==> src/rtl/morse_tx_fifo.sv <==
// morse_tx_fifo: queues A-Z letter indices in a FIFO and keys them as Morse code on one LED.
module morse_tx_fifo #(
    parameter int TICK_DIV      = 25000000,
    parameter int DASH_UNITS    = 3,
    parameter int SYM_GAP_UNITS = 1,
    parameter int LTR_GAP_UNITS = 3,
    parameter int FIFO_DEPTH    = 4,
    parameter int UNIT_W        = 4
) (
    input  logic                          CLOCK_50,
    input  logic                          reset,
    input  logic [4:0]                    letter_in,
    input  logic                          letter_valid,
    output logic                          letter_ready,
    input  logic                          abort,
    output logic                          led,
    output logic                          busy,
    output logic                          err,
    output logic [$clog2(FIFO_DEPTH):0]   fifo_count
);
    localparam int TW = $clog2(TICK_DIV);
    localparam int PW = $clog2(FIFO_DEPTH);
    localparam int CW = PW + 1;
    localparam logic [CW-1:0]     FULL     = CW'(FIFO_DEPTH);
    localparam logic [TW-1:0]     TICK_MAX = TW'(TICK_DIV - 1);
    localparam logic [UNIT_W-1:0] DASH_U   = UNIT_W'(DASH_UNITS);
    localparam logic [UNIT_W-1:0] SYM_U    = UNIT_W'(SYM_GAP_UNITS);
    localparam logic [UNIT_W-1:0] LTR_U    = UNIT_W'(LTR_GAP_UNITS);
    localparam logic [UNIT_W-1:0] ONE_U    = UNIT_W'(1);

    typedef enum logic [2:0] {IDLE, LOAD, MARK, SPACE, LGAP} state_t;

    state_t            state, state_n;
    logic [4:0]        mem [FIFO_DEPTH];
    logic [PW-1:0]     wptr, rptr;
    logic [4:0]        idx;
    logic [TW-1:0]     tcnt;
    logic [UNIT_W-1:0] units, units_n;
    logic [3:0]        code, code_n;
    logic [2:0]        len, len_n;
    logic [6:0]        rom;
    logic              led_n, push, pop, tick, timed;

    // {length, code left-aligned so the next symbol is always bit 3}, 1 = dash
    function automatic logic [6:0] morse_rom(input logic [4:0] i);
        case (i)
            5'd0:    return {3'd2, 4'b0100};
            5'd1:    return {3'd4, 4'b1000};
            5'd2:    return {3'd4, 4'b1010};
            5'd3:    return {3'd3, 4'b1000};
            5'd4:    return {3'd1, 4'b0000};
            5'd5:    return {3'd4, 4'b0010};
            5'd6:    return {3'd3, 4'b1100};
            5'd7:    return {3'd4, 4'b0000};
            5'd8:    return {3'd2, 4'b0000};
            5'd9:    return {3'd4, 4'b0111};
            5'd10:   return {3'd3, 4'b1010};
            5'd11:   return {3'd4, 4'b0100};
            5'd12:   return {3'd2, 4'b1100};
            5'd13:   return {3'd2, 4'b1000};
            5'd14:   return {3'd3, 4'b1110};
            5'd15:   return {3'd4, 4'b0110};
            5'd16:   return {3'd4, 4'b1101};
            5'd17:   return {3'd3, 4'b0100};
            5'd18:   return {3'd3, 4'b0000};
            5'd19:   return {3'd1, 4'b1000};
            5'd20:   return {3'd3, 4'b0010};
            5'd21:   return {3'd4, 4'b0001};
            5'd22:   return {3'd3, 4'b0110};
            5'd23:   return {3'd4, 4'b1001};
            5'd24:   return {3'd4, 4'b1011};
            5'd25:   return {3'd4, 4'b1100};
            default: return 7'd0;
        endcase
    endfunction

    assign rom          = morse_rom(idx);
    assign letter_ready = fifo_count != FULL;
    assign push         = letter_valid && letter_ready && !abort;
    assign pop          = state == IDLE && fifo_count != '0 && !abort;
    assign tick         = tcnt == TICK_MAX;
    assign timed        = state == MARK || state == SPACE || state == LGAP;
    assign busy         = state != IDLE;
    assign err          = state == LOAD && idx > 5'd25;

    always_ff @(posedge CLOCK_50)
        if (push) mem[wptr] <= letter_in;

    always_ff @(posedge CLOCK_50 or posedge reset) begin
        if (reset) begin
            wptr       <= '0;
            rptr       <= '0;
            fifo_count <= '0;
            idx        <= '0;
        end else if (abort) begin
            wptr       <= '0;
            rptr       <= '0;
            fifo_count <= '0;
        end else begin
            if (push) wptr <= wptr + 1'b1;
            if (pop) begin
                rptr <= rptr + 1'b1;
                idx  <= mem[rptr];
            end
            fifo_count <= fifo_count + CW'(push) - CW'(pop);
        end
    end

    always_comb begin
        state_n = state;
        code_n  = code;
        len_n   = len;
        units_n = units;
        case (state)
            IDLE: state_n = pop ? LOAD : IDLE;
            LOAD: begin
                code_n  = rom[3:0];
                len_n   = rom[6:4];
                units_n = rom[3] ? DASH_U : ONE_U;
                state_n = idx > 5'd25 ? IDLE : MARK;
            end
            MARK: if (tick) begin
                if (units != ONE_U) units_n = units - 1'b1;
                else if (len > 3'd1) begin
                    code_n  = code << 1;
                    len_n   = len - 3'd1;
                    units_n = SYM_U;
                    state_n = SPACE;
                end else begin
                    units_n = LTR_U;
                    state_n = LGAP;
                end
            end
            SPACE: if (tick) begin
                units_n = units != ONE_U ? units - 1'b1 : (code[3] ? DASH_U : ONE_U);
                state_n = units != ONE_U ? SPACE : MARK;
            end
            LGAP: if (tick) begin
                units_n = units - 1'b1;
                state_n = units != ONE_U ? LGAP : IDLE;
            end
            default: state_n = IDLE;
        endcase
        if (abort) state_n = IDLE;
        led_n = state_n == MARK;
    end

    always_ff @(posedge CLOCK_50 or posedge reset) begin
        if (reset) begin
            state <= IDLE;
            code  <= '0;
            len   <= '0;
            units <= '0;
            led   <= 1'b0;
            tcnt  <= '0;
        end else begin
            state <= state_n;
            code  <= code_n;
            len   <= len_n;
            units <= units_n;
            led   <= led_n;
            tcnt  <= (timed && !tick && !abort) ? tcnt + 1'b1 : '0;
        end
    end
endmodule
==> config.mk <==
export PLATFORM = sky130hd
export DESIGN_NAME = morse_tx_fifo
export DESIGN_NICKNAME = d
export VERILOG_FILES = /design/src/rtl/morse_tx_fifo.sv
export SDC_FILE = /design/constraint.sdc
export NUM_CORES = 1
export LEC_CHECK = 0
export BUFFER_PORTS_ARGS = -buffer_cell sky130_fd_sc_hd__buf_2
export CORE_MARGIN = 5
export CORE_UTILIZATION = 48
export DETAILED_ROUTE_END_ITERATION = 7
export GPL_TIMING_DRIVEN = 0
export PLACE_DENSITY = 0.74
export SLEW_MARGIN = 15
export SYNTH_ARGS = -nofsm -noshare
export SYNTH_HDL_FRONTEND = slang
export SYNTH_SLANG_ARGS = --single-unit
export TNS_END_PERCENT = 1
==> constraint.sdc <==
create_clock -name CLOCK_50 -period 3.3 [get_ports CLOCK_50]
set_clock_uncertainty 0.2 [all_clocks]
set_input_delay 0.495 -clock CLOCK_50 [delete_from_list [all_inputs] [get_ports CLOCK_50]]
set_output_delay 0.495 -clock CLOCK_50 [all_outputs]
set_load 0.01 [all_outputs]
# == Word level (Yosys, flattened, before mapping) ==
# Memory sizes are Yosys's and may differ from the RTL's. A register that Yosys moved wholly into a read port is not among the register bits.
# Index checks and enable logic that the tools add are counted.
# word_totals
mem_bits_rw,20
rom_bits,224
memories,2
word_cells,91
latchBits,0
output_inout_bits,7
in_bits,9
regBits,47
# mem_list
memory,depth,word_bits,read_ports,rd_ports_with_merged_regs,wr,line,text
(name not given),32,7,1,0,0,46,case (i)
mem,4,5,1,1,1,34,logic [4:0] mem [FIFO_DEPTH];
# op_classes
n_mux,36
n_mul,0
magnitude_cmp,2
n_addsub,7
shifts,0
eq_ne,13
div,0
n_reduce_logical,21
n_bitwise,1
# op_table
op,n
3-bit 2-to-1 mux,11
4-bit 2-to-1 mux,8
"25-bit by 1-bit adder with 25-bit output, second input constant",1
"25-bit == test, second input constant",1
25-bit 2-to-1 mux,1
2-bit 2-to-1 mux,8
4-bit one-hot mux with 4 select lines,1
3-bit one-hot mux with 5 select lines,1
"3-bit by 2-bit == test with 1-bit output, second input constant",3
"2-bit inequality test, second input constant",4
4-bit one-hot mux with 2 select lines,1
4-bit AND reduction,2
1-bit logical AND,7
3-bit one-hot mux with 2 select lines,1
2-bit nonzero test,3
3-bit nonzero test,2
"5-bit greater-than comparator, second input constant",1
"2-bit by 1-bit adder with 2-bit output, second input constant",2
1-bit 2-to-1 mux,4
"4-bit by 1-bit inequality test with 1-bit output, second input constant",1
4-bit nonzero test,1
"4-bit by 1-bit subtractor with 4-bit output, second input constant",1
3-bit by 1-bit adder with 3-bit output,1
"3-bit by 1-bit == test with 1-bit output, second input constant",1
other kinds (11),13

# == Logic depth before layout (Yosys ltp) ==
# Gate-level depths: netlist of run 1.
# depth
ltp_word,7
mapped_depth,12

# == Least setup slack after synthesis of run 1 ==
# Ideal clock, no wire load.
# synth_path
path_kind,flip-flop to flip-flop
start,register state[0]
end,register fifo_count[2]
required_time_ps,2968
t_arrival_ps,2372
path_stages_with_launch,11
synth_period_minus_slack_ps,2704
setup_ps,132
path_slack_ps,596
cell_sequence,dfrtp_1 -> buf_2 -> or3_1 -> nor3_4 -> ha_1 -> inv_1 -> ha_1 -> inv_1 -> fa_1 -> xnor2_1 -> nor2_1
# synth_via
elab_chain_cells,5
# synth_rtl
item,line,text
start: declaration,33,"state_t state, state_n;"
start signal: assignment,157,state <= state_n;
3-bit logical NOT,80,assign pop = state == IDLE && fifo_count != '0 && !abort;
1-bit logical AND (2 in series),80,
3-bit by 1-bit subtractor with 3-bit output,105,fifo_count <= fifo_count + CW'(push) - CW'(pop);
3-bit 2-to-1 mux,95,end else if (abort) begin
end signal: assignment,105,
end: declaration,19,output logic [$clog2(FIFO_DEPTH):0] fifo_count
# Every way passes these cells.
# A chain may end at the register's enable or synchronous reset.

# == Worst setup path after layout of run 1 ==
# Ends and elaborated chain as after synthesis.

==> results of run 1 <==
[synth_stat cells (all sizes together), types with 2 or more instances]
| cell type | n | area (um2) |
|---|---|---|
| dfrtp | 52 | 1300 |
| nor2 | 50 | 190 |
| nand2 | 35 | 131 |
| edfxtp | 20 | 601 |
| inv | 20 | 75.1 |
| o21ai | 18 | 90.1 |
| ha | 16 | 200 |
| xnor2 | 14 | 123 |
| xor2 | 14 | 123 |
| buf | 12 | 63.8 |
| nand3 | 12 | 65.1 |
| nor3 | 12 | 71.3 |
| a21oi | 9 | 45.0 |
| and3 | 7 | 46.3 |
| mux4 | 7 | 158 |
| nand2b | 7 | 43.8 |
| nand4 | 7 | 43.8 |
| and2 | 6 | 37.5 |
| mux2 | 6 | 67.6 |
| a31oi | 5 | 31.3 |
| clkbuf | 5 | 18.8 |
| nor2b | 5 | 31.3 |
| nor3b | 4 | 30.0 |
| o211ai | 4 | 30.0 |
| a211o | 3 | 26.3 |
| mux2i | 3 | 30.0 |
| nor4 | 3 | 33.8 |
| o311ai | 3 | 26.3 |
| or2 | 3 | 18.8 |
| or3 | 3 | 18.8 |
| a22oi | 2 | 15.0 |
| o21ba | 2 | 20.0 |
| o31a | 2 | 17.5 |
[power by group through the flow]
stage	registers, mW	logic [mW]	clock network, mW
floorplan	1.17	0.958	0
global placement	1.18	1.20	0
detailed placement	1.19	1.24	0
CTS	1.18	1.25	0.731
global route	1.20	1.40	0.766
finish	1.18	1.25	0.710
[sequential cells by signal (all words and copies together) (netlist names)]
name,cells
code,4
fifo_count,3
idx,5
led,1
len,3
mem,20
rptr,2
state,3
tcnt,25
units,4
wptr,2
[kinds of logic (layout without fill, tap and decap cells)]
family | count (synthesis) | count (layout) | share of synthesized area (%)
AOI/OAI and AO/OA | 57 | 57 | 9.81
xor gates and xnor gates | 28 | 28 | 6.09
adders and majority gates | 17 | 17 | 5.47
buffers and inverters | 37 | 69 | 3.91
DFF | 72 | 72 | 47.2
muxes | 16 | 16 | 6.34
and+or+nand+nor | 163 | 163 | 21.2
[critical path, delay by kind of cell (launching register included)]
kind,cells,cell delay [ns]
adder cells (fa/ha/maj),3,0.81
XOR/XNOR,1,0.17
flip-flops,1,0.40
AND/OR/NAND/NOR,3,0.96
buffers and inverters,3,0.29
[stage by stage]
step           cell area (um2)  power, mW  hold WS [ns]  setup slack, ns  cells
2_1_floorplan             4030       2.13         0.239            0.596    390
3_3_place_gp              4240       2.38         0.258            0.464    510
3_5_place_dp              4260       2.43         0.259            0.385    511
4_1_cts                   4460       3.16        0.0833            0.341    527
5_1_grt                   4460       3.36         0.117            0.198    527
6_report                  4460       3.13        0.0666            0.334    527
[path summary, 6_finish.rpt]
kind	from	endpoint	depth (start not counted)
worst max register to register	state[0]	fifo_count[2]	10
worst min-delay path	reset	tcnt[21]	2
max in group asynchronous	reset	tcnt[4]	3
worst max-delay path	state[0]	fifo_count[2]	10
worst min register to register	code[0]	code[0]	2
min in group CLOCK_50	letter_in[1]	mem[2][1]	1
[per-layer routing]
layer | routed length (um) | global-route usage [%] | up-vias
li1 | - | - | 1429
met1 | 3830 | 23.2 | 1441
met2 | 3930 | 28.2 | 68
met3 | 217 | 2.69 | 9
met4 | 103 | 6.03 | 0
met5 | 0 | 0 | -
[final cells by class]
type | instances | area [um2]
Clock buffer | 9 | 124
Sequential cell | 72 | 1900
Tap cell | 105 | 131
Multi-Input combinational cell | 281 | 1970
Clock inverter | 7 | 77.6
Fill cell | 694 | 3750
Timing Repair Buffer | 16 | 103
Buffer | 17 | 82.6
Inverter | 20 | 75.1
==> impl_metrics.toml, run 1 <==
[die]
dieArea_um2 = 10300
coreArea_um2 = 8220
fp.dieW_um = 102
ioPinCount = 16
initial_core_util_pct = 49.0
fp-row-count = 33
die_h_um = 102

[synthesis]
synth_edf_count = 20
synth.avg_cell_area_um2 = 10.3
syn_inst = 390
synth_nets = 416
synth_ff_type = "dfrtp_1"
syn_area_um2 = 4030
yosysSeqAreaShare_pct = 47.2
ys_warn_count = 0
ys_async_sr_fraction_pct = 72.2
ys_ff_latch = 72
synth.distinct_cells = 61

[global_route]
grt.total_usage_pct = 17.2
antenna_found_initial = 0
grt_overflow = 0
grt_pass1_vias = 2997
grt_pass1_wl_um = 14100
grt_max_degree = 33

[power_and_ir_drop]
p_seq_share_pct = 37.5
p_int_mw = 1.96
p_comb_share_pct = 39.8
clkPwrFrac_pct = 22.6
vdd_drop_max_v = 0.000496
power_density_nw_per_um2 = 702
swShare_pct = 37.4
leakage_nw = 1.81
switchingPower_mw = 1.17

[placed_design]
gp_congestion = 0.884
hpwl_um = 5650
io_buffers = 15

[layout]
final_layout_size_suffix_gt1_share_pct = 16.8
diodes = 0
final_core_util_pct = 54.3
layout_common_cells = "dfrtp_1, nor2_1, nand2_1"
layout.nets = 443
area_growth_syn_to_layout_pct = 10.8
final_common_cell = "dfrtp_1"

[worst_setup_path]
crit_path_end_kind = "flop"
crit_required_ns = 3.31
cp_cell_sequence = "buf_2 > or3_1 > nor3_4 > ha_1 > inv_1 > ha_1 > inv_1 > fa_1 > xnor2_1 > nor2_1"
cp_slowest_stage_delay_ns = 0.49
worstSetupPathType = "flop to flop"
crit_path_start_kind = "flop"
arrival_ns = 2.97
cp_slowest_cell = "or3_1"
crit_fanout = 10
reg2reg_slack_ns = 0.33

[clock_network]
clock_latency_ns = 0.34
cts.path.max_buffers = 2
clock_sinks = 72
cts_htree_levels = 3
cts_setup_buffers = 0
cts_tree = "yes"
path_clk_slew_ns = 0.08
cts_hold_buffers = 0
cts-root-buf = "clkbuf_8"
numCtsBuffers = 9
cts_resized = 0

[drt]
drc_errors = 0
wl_per_cell_um = 15.3
drtIter0Drc = 168
vias_per_cell = 5.59
dr.pass1.iters = 4
vias = 2947
antenna_left = 0
totalWireLength_um = 8070

[timing]
fin_crit_sh_pct = 89.9
final_hold_viol_count = 0
fmax_mhz = 337
rsz0062_at_grt = "false"
finalSetupTns_ns = 0
maxSlewViolCount = 0
tightest_slew_ns = 0.923
setup_viol = 0
slew_headroom_pct = 38.0
layout_min_cycle_time_ns = 2.97

[job]
cap_violations = 0

[outcome]
run_status = "finished clean"

[hold_path]
hold_path.class = "primary input to asynchronous set/reset pin"
(Power assumes the default switching activity.)
==> inputs of run 2 (changes only) <==
--- a/config.mk
+++ b/config.mk
@@ -5,6 +5,7 @@
 export SDC_FILE = /design/constraint.sdc
 export NUM_CORES = 1
 export LEC_CHECK = 0
+export ABC_AREA = 1
 export BUFFER_PORTS_ARGS = -buffer_cell sky130_fd_sc_hd__buf_2
 export CORE_MARGIN = 5
 export CORE_UTILIZATION = 48
==> run 2 against run 1 <==
Synthesized cell count rose by 29%. Register-to-register slack improved by 0.16 ns. First-iteration DRC count rose by 26%. Critical endpoint unchanged.
==> impl_metrics.toml, run 2 <==
[outcome]
run_status = "finished clean"

[timing]
whs_ns = 0.152
slew_headroom_pct = 64.8
rsz0062_at_grt = "false"
fmax_mhz = 357
layout_min_cycle_time_ns = 2.80
fin_crit_sh_pct = 84.9
final_hold_viol_count = 0
tightest_slew_ns = 0.526
finalSetupTns_ns = 0
setup_viol = 0
maxSlewViolCount = 0

[drt]
drtIter0Drc = 211
drc_errors = 0
totalWireLength_um = 8260
wl_per_cell_um = 12.9
vias = 3354
antenna_left = 0
vias_per_cell = 5.24
dr.pass1.iters = 4

[synthesis]
ys_warn_count = 0
synth.avg_cell_area_um2 = 8.23
yosysMostFrequentCell = "nand2_1"
yosysSeqAreaShare_pct = 46.0
synthTopCellsByCount = "nand2_1, nor2_1, inv_1, dfrtp_1, nand3_1"
yosysTopAreaCell = "dfrtp_1"
netlist.area_leader.share_pct = 31.5
ys_async_sr_fraction_pct = 72.2
ys_ff_latch = 72
synth_nets = 528
synth_ff_type = "dfrtp_1"
syn_inst = 502
synth_edf_count = 20
synth.area.top_cells = "dfrtp_1, edfxtp_1, nand2_1"
syn_area_um2 = 4130
synth.distinct_cells = 38

[clock_network]
cts.path.max_buffers = 2
clock_sinks = 72
cts_setup_buffers = 0
cts_resized = 0
cts_hold_buffers = 1
path_clk_slew_ns = 0.08
cts_htree_levels = 3
clock_latency_ns = 0.36
numCtsBuffers = 9
cts_tree = "yes"
cts-root-buf = "clkbuf_8"

[global_route]
grt_max_degree = 37
grt_pass1_vias = 3273
grt.total_usage_pct = 17.8
grt_pass1_wl_um = 14800
antenna_found_initial = 0
grt_overflow = 0

[die]
initial_core_util_pct = 49.8
ioPinCount = 16
coreArea_um2 = 8300
dieArea_um2 = 10600
fp.dieW_um = 103
die_h_um = 103
fp-row-count = 33

[placed_design]
place_area_um2 = 4360
io_buffers = 15
gp_congestion = 0.900
dp_cells = 623
hpwl_um = 6050

[layout]
diodes = 0
top_register = "tcnt"
final_common_cell = "nand2_1"
reg_top3 = "tcnt: 25 flops, mem: 20 flops, idx: 5 flops"
layout.nets = 556
area_growth_syn_to_layout_pct = 10.6
final-instance-count-excl-fill = 640
largest_reg_flops = 25
postLayoutCellArea_um2 = 4570
final_layout_size_suffix_gt1_share_pct = 14.0
layout_common_cells = "nand2_1, nor2_1, inv_1"

[worst_setup_path]
crit_path_start_kind = "flop"
crit_path_end_kind = "flop"
arrival_ns = 2.88
reg2reg_slack_ns = 0.50
worstSetupPathType = "flop to flop"
crit_fanout = 10
crit_required_ns = 3.38

[power_and_ir_drop]
leakage_nw = 2.07
vdd_drop_max_v = 0.000585
p_total_mw = 3.09
power_density_nw_per_um2 = 677

[hold_path]
hold_path.class = "primary input to flop"

[job]
cap_violations = 0
[run 2: changes by cell type after synthesis, sizes merged, moves of 6 or more]
cell and change:
nor2 +32, buf -7, a21oi +7, o21ai +17, mux2 -6, inv +43
nand3 +26, xnor2 -7, nand2b -7, mux4 -7, nand2 +72
[run 2: layer usage]
layer	global-route usage, %	vias up	share of wire [%]
met5	0	-	0
met4	7.17	0	1.6
met3	3.32	12	3.6
met2	28.3	63	46
met1	24.1	1572	49
li1	-	1707	-
[run 2: kinds of logic after synthesis]
logic type               share of synthesized area [%]
flip-flops                                        46.0
buffers and inverters                             7.30
XOR/XNOR                                          3.39
AO/OA/AOI/OAI                                     9.36
adder cells (fa/ha/maj)                           5.33
AND/OR/NAND/NOR                                   28.6
[run 2: final cells by class]
class,instances,area (um2)
plain buffers,7,47.5
clock buffers,9,124
clock inverters,7,76.3
fillers,727,3730
inverters,67,254
multi-input cells,356,1930
flip-flops and latches,72,1900
well taps,105,131
repair buffers,17,105
[run 2: report_power, final]
group	internal, mW	switching, mW
Sequential	1.05	0.106
Clock	0.356	0.363
Combinational	0.433	0.783
Total	1.84	1.25
[run 2: path summary, 6_finish.rpt]
check,depth (start not counted),to,start
min reg2reg,2,units[1],units[1]
min,1,mem[1][3],letter_in[3]
min in group asynchronous,3,tcnt[4],reset
max,13,fifo_count[2],state[1]
max in group asynchronous,4,len[0],reset
max reg2reg,13,fifo_count[2],state[1]
[run 2: worst max-delay path, cell delays in order, from the launching register on]
cell and delay (ns):
dfrtp_1 0.44, nor2_1 0.20, nand2_1 0.13, nor2_1 0.26
nand2_1 0.12, inv_1 0.10, buf_4 0.16, ha_1 0.24
inv_1 0.06, ha_1 0.13, inv_1 0.05, fa_1 0.37
xor2_1 0.17, nor2_1 0.10
[run 2: stage by stage]
stage,setup slack (ns),utilization (%)
detailed placement,0.557,52.5
finish,0.497,55.0
floorplan,0.835,-
global placement,0.616,52.3
global route,0.237,55.0
CTS,0.490,55.0
